$ cat src/rtl/pwm_rgb_bank.sv
// pwm_rgb_bank: prescaled, double-buffered CHANNELS x COLORS PWM bank; define PWM_PHASE_STAGGER_EN to phase-shift channels
module pwm_rgb_bank #(
  parameter int CHANNELS = 8,
  parameter int COLORS = 3,
  parameter int RES = 8,
  parameter int PRESCALE = 25,
  parameter int OUT_ACTIVE_LOW = 1
) (
  input  logic clk,
  input  logic reset,
  input  logic en,
  input  logic [CHANNELS*COLORS*RES-1:0] duty_in,
  input  logic load,
  output logic load_pending,
  output logic period_start,
  output logic [CHANNELS*COLORS-1:0] rgb
);
  localparam int N = CHANNELS * COLORS;
  localparam int PW = PRESCALE > 1 ? $clog2(PRESCALE) : 1;
  localparam logic [N-1:0] IDLE = OUT_ACTIVE_LOW != 0 ? '1 : '0;
  logic [PW-1:0] pre;
  logic [RES-1:0] cnt;
  logic [N*RES-1:0] staging, active;
  logic [N-1:0] on;
  logic tick, wrap, apply;
  assign tick = en && pre == PW'(PRESCALE - 1);
  assign wrap = tick && cnt == '1;
  // while disabled the bank is effectively at a period boundary, so staged data applies at once
  assign apply = wrap || !en;
  for (genvar k = 0; k < N; k++) begin : g_cmp
    logic [RES-1:0] ph;
`ifdef PWM_PHASE_STAGGER_EN
    assign ph = cnt + RES'((k / COLORS) * ((1 << RES) / CHANNELS));
`else
    assign ph = cnt;
`endif
    assign on[k] = ph < active[k*RES +: RES];
  end
  always_ff @(posedge clk) begin
    if (reset) begin
      pre <= '0;
      cnt <= '0;
      staging <= '0;
      active <= '0;
      load_pending <= 1'b0;
      period_start <= 1'b0;
      rgb <= IDLE;
    end else begin
      pre <= (!en || tick) ? '0 : pre + PW'(1);
      cnt <= !en ? '0 : cnt + RES'(tick);
      period_start <= wrap;
      if (load) staging <= duty_in;
      if (apply && load) active <= duty_in;
      else if (apply && load_pending) active <= staging;
      load_pending <= !apply && (load_pending || load);
      rgb <= en ? on ^ IDLE : IDLE;
    end
  end
endmodule
$ cat config.mk
export PLATFORM = sky130hd
export DESIGN_NAME = pwm_rgb_bank
export DESIGN_NICKNAME = d
export VERILOG_FILES = /design/src/rtl/pwm_rgb_bank.sv
export SDC_FILE = /design/constraint.sdc
export NUM_CORES = 1
export LEC_CHECK = 0
export BUFFER_PORTS_ARGS = -buffer_cell sky130_fd_sc_hd__clkbuf_2
export CORE_MARGIN = 2
export CORE_UTILIZATION = 40
export CTS_BUF_LIST = sky130_fd_sc_hd__clkbuf_8
export CTS_CLUSTER_DIAMETER = 100
export DETAILED_ROUTE_END_ITERATION = 8
export PLACE_DENSITY = 0.63
export SYNTH_ARGS = -nofsm -noshare
export SYNTH_HDL_FRONTEND = slang
export SYNTH_SLANG_ARGS = --single-unit
$ cat constraint.sdc
create_clock -name clk -period 6 [get_ports clk]
set_input_delay 0.9 -clock clk [delete_from_list [all_inputs] [get_ports clk]]
set_output_delay 0.9 -clock clk [all_outputs]
set_load 0.05 [all_outputs]
* Yosys cells after proc, flatten, opt, wreduce, memory -nomap -nowiden
Cells that the tools add are included.
** Storage, ports and cells
- Register bits after elaboration :: 423
- Bits of input ports :: 196
- Output and inout bits :: 26
- Logic and storage cells :: 52
** Operators by class
- Add/subtract/negate cells :: 2
- Order comparisons :: 24
- Equal/unequal tests :: 2
- Multiplexer cells :: 2
- Bitwise gates (word level) :: 2
- Reductions and logical operators :: 13
** Operators by type and width (count)
- $mux W192 :: 2
- $lt A8 B8 Y1 :: 24
- $not A24 Y24 :: 1
- $add A8 B1 Y8 :: 1
- $eq A8 B8 Y1 const B :: 1
- $add A5 B1 Y5 const B :: 1
- $eq A5 B5 Y1 const B :: 1
- $logic_and A1 B1 Y1 :: 5
- $reduce_or A2 Y1 :: 2
- $logic_or A1 B1 Y1 :: 3
- $logic_not A1 Y1 :: 2
- $reduce_bool A2 Y1 :: 1
- $not A1 Y1 :: 1

* Logic depth before layout (Yosys ltp)
- Depth in word-level cells :: 7
- Mapped depth :: 9

* Least setup slack after synthesis
OpenSTA, ideal clock, no wires.
- Path type :: reg2reg
- Start :: register cnt[3]
- End :: register active[122]
- Library setup time :: 87 ps
- Arrival time :: 2102 ps
- Required time :: 5913 ps
- Path slack :: 3811 ps
- Cell stages (with the launch flop) :: 7
- Buffers on the path :: 2
- Clock period less this slack :: 2189 ps
- Cell sequence :: dfxtp_1 nand4_1 o41ai_4 buf_2 buf_2 nand2_1 o31ai_1
** Between the ends
- Word-level cells in the longest chain between the ends :: 5
- Elaborated cells on any way between the ends :: 7
** RTL lines
- start: declaration :: line 22 : logic [RES-1:0] cnt;
- start signal: assignment :: line 50 : cnt <= !en ? '0 : cnt + RES'(tick);
- $eq A8 B8 Y1 (*) :: line 27 : assign wrap = tick && cnt == '1;
- $logic_and A1 B1 Y1 (*) :: line 27
- $logic_or A1 B1 Y1 (*) :: line 29 : assign apply = wrap || !en;
- $logic_and A1 B1 Y1 (on tied branches) :: line 53, 54
- $mux W192 / $reduce_bool A2 Y1 (equally long branches)
- end signal: assignment :: line 53 : if (apply && load) active <= duty_in;
- end signal: assignment :: line 54 : else if (apply && load_pending) active <= staging;
- end: declaration :: line 23 : logic [N*RES-1:0] staging, active;
Every way passes the cells marked *; elsewhere a longest branch is shown, timed or not.
A chain may end at the register's enable or synchronous reset.

* Worst setup path in the final report
- Start :: register cnt[5]
- End :: register active[154]
Same word-level chain as after synthesis.

==> results.txt <==
post-CTS sizing: 0
worst reg2reg path depth: 5
worst path bufs/invs: 1
CTS Sinks: 423
worst r2r src: cnt[5]
Crit path depth: 5
delay-heaviest family, CP: flip-flops
DR vias: 13.82k
syn_area_per_cell: 9.383 µm²
CTS clk-pin slew, worst paths: 0.06 ns
CP max stage cell: dfxtp_2
PortBufs: 221
GR Overflow Total: 0
CP Cell Sequence: nand4_1 > o41ai_4 > buf_12 > nand2_1 > o31ai_1
Die Ht: 218.2 µm
Clock Latency Late Sink: 0.63 ns
layout cell share with drive strength beyond 1: 15.62%
first-pass GRT wire length: 70.28 mm
Critical Path RT: 6.52 ns
Post-CTS Setup Repair Bufs: 0
gr usage total: 18.52%
core area: 45280 µm²
cell taking the most area after synthesis: dfxtp_1
Max VDD drop: 0.2354 mV
number of enable flip-flop cells after synthesis: 0
Period minus WS final: 3.380 ns
CP max FO: 159
fmax: 295.9 MHz
total die area: 47590 µm²
routed wire length: 43.45 mm
Root Driver: clkbuf_8
Layout area overhead: 16.24%
Hold WC Path Type: reg2reg
Post-synth top cells: dfxtp_1 (423), nand2_1 (243), nor2_1 (205), mux2i_1 (192), ha_1 (172)
Unique masters post-synth: 28
Crit. End Element: register
# H-tree levels: 3
Final ANT Viol Nets: 0
status: finished clean
synth warn: 0
fin util: 47.09%
Yosys top cell area share: 46.16%
largest net degree at the start of global routing: 160
Post-CTS Hold Fix Bufs: 0
TritonRoute pass-1 iters: 5
WS Path Type: reg2reg
CP arrival: 3.90 ns
skew final: 0.02412 ns
initial antenna violation count: 0
post-synthesis cell area: 18340 µm²
vias in the first global route: 13.80k
synthesized instance count: 1955
flop and latch count out of synthesis: 423
Via density: 4.933
Slew @ Worst Pin: 1.121 ns
WHS Path Cells: 2
Finish-stage setup viols: 0
CTS tree: done
pwr/cell area: 292.8 nW/µm²
I/O Pins: 222
Max stage delay on crit path: 1.07 ns
startpoint types: register
syn nets: 2323
cts bufs inserted: 74
GPL Wtd Cong: 0.7459
drt wl/cell: 15.51 µm
Slew HR: 25.28%
Post-synth ARST share: 0%
Starting Density: 40.51%
clk buf depth: 3
Max Slew Vio Count: 0
starting DRC count in detailed routing: 782
Die W: 218.2 µm
FP Rows: 78
top post-synthesis cells by area: dfxtp_1 (46%), ha_1 (12%), mux2i_1 (10%)
DRC: 0
n_diodes: 0
Leakage: 9.728 nW
register area share after synthesis: 46.16%
start point of the worst hold path: active[168]
final hold vios: 0
max_cap viols: 0
setup TNS: 0 ns
final net count: 2517
period utilization: 56.33%
top-count cell post-synth: dfxtp_1
Worst Setup SP: cnt[5]
unrepaired setup endpoints after global routing: no
HPWL after DPL: 26.35 mm
Synth Flop Type: dfxtp_1
==> placed cells by master, fill, tap and decap left out, types with 25 or more instances in the layout <==
cell type    n
inv_1      197
ha_1       172
a211oi_1    25
clkbuf_8    91
o31ai_1    168
a21oi_1     26
o21ai_0     61
nor2_1     205
mux2i_1    192
clkbuf_2   219
nand2_1    243
dfxtp_1    415
and3_1      26
==> cell type report <==
class / count / area, µm²
Sequential cell: 423 / 8478
Multi-Input combinational cell: 1249 / 8741
Timing Repair Buffer: 230 / 1244
Clock inverter: 38 / 215.2
Fill cell: 4347 / 23960
Clock buffer: 91 / 1252
Inverter: 171 / 641.9
Tap cell: 600 / 750.7
==> routing by layer <==
layer	track usage (%)	wire, µm	up-vias
met5	0	0	-
met4	6.168	787	0
met3	3.869	2045	59
met2	30.66	19980	268
met1	24.00	20640	6415
li1	-	-	7080
==> final timing paths <==
check                           slack [ns]           to
worst max-delay path                  2.62  active[154]
worst min-delay path                  0.46  active[168]
worst max register to register        2.62  active[154]
worst min register to register        0.46  active[168]
==> flip-flops by register name, indices dropped and copies added (netlist names) <==
| register | count |
|---|---|
| load_pending | 1 |
| staging | 192 |
| rgb | 24 |
| period_start | 1 |
| cnt | 8 |
| pre | 5 |
| active | 192 |
==> kinds of logic after synthesis <==
group | count (synthesis) | share of synthesized area, %
AOI/OAI and AO/OA | 343 | 12.95
xor gates and xnor gates | 7 | 0.3342
adders and majority gates | 172 | 11.73
buffers and inverters | 283 | 6.200
DFF | 423 | 46.16
muxes | 192 | 10.48
and+or+nand+nor | 535 | 12.15
==> tightest hold or removal path, cell delays in order, from the launching register on <==
cell and delay [ns]:
dfxtp_1 0.30, nand2b_1 0.07, o21ai_1 0.05
==> per-stage QoR <==
step                cell area (µm²)  worst slack [ns]  std cells  hold slack [ns]  power, mW
floorplan                     18340             3.811       1955           0.4297      3.506
global placement              19860             2.457       2673           0.4415      3.677
detailed placement            19860             2.436       2673           0.4526      3.696
CTS                           21320             2.618       2802           0.4633      6.343
global route                  21320             2.366       2802           0.4817      6.559
finish                        21320             2.620       2802           0.4596      6.243
==> power by group <==
group	switching, mW	internal, mW	leakage [nW]
sequential	0.0409	2.96	3.47
combinational	0.382	0.245	5.41
clock	1.16	1.45	0.849
Note: power is estimated with default switching activity, not from simulation.
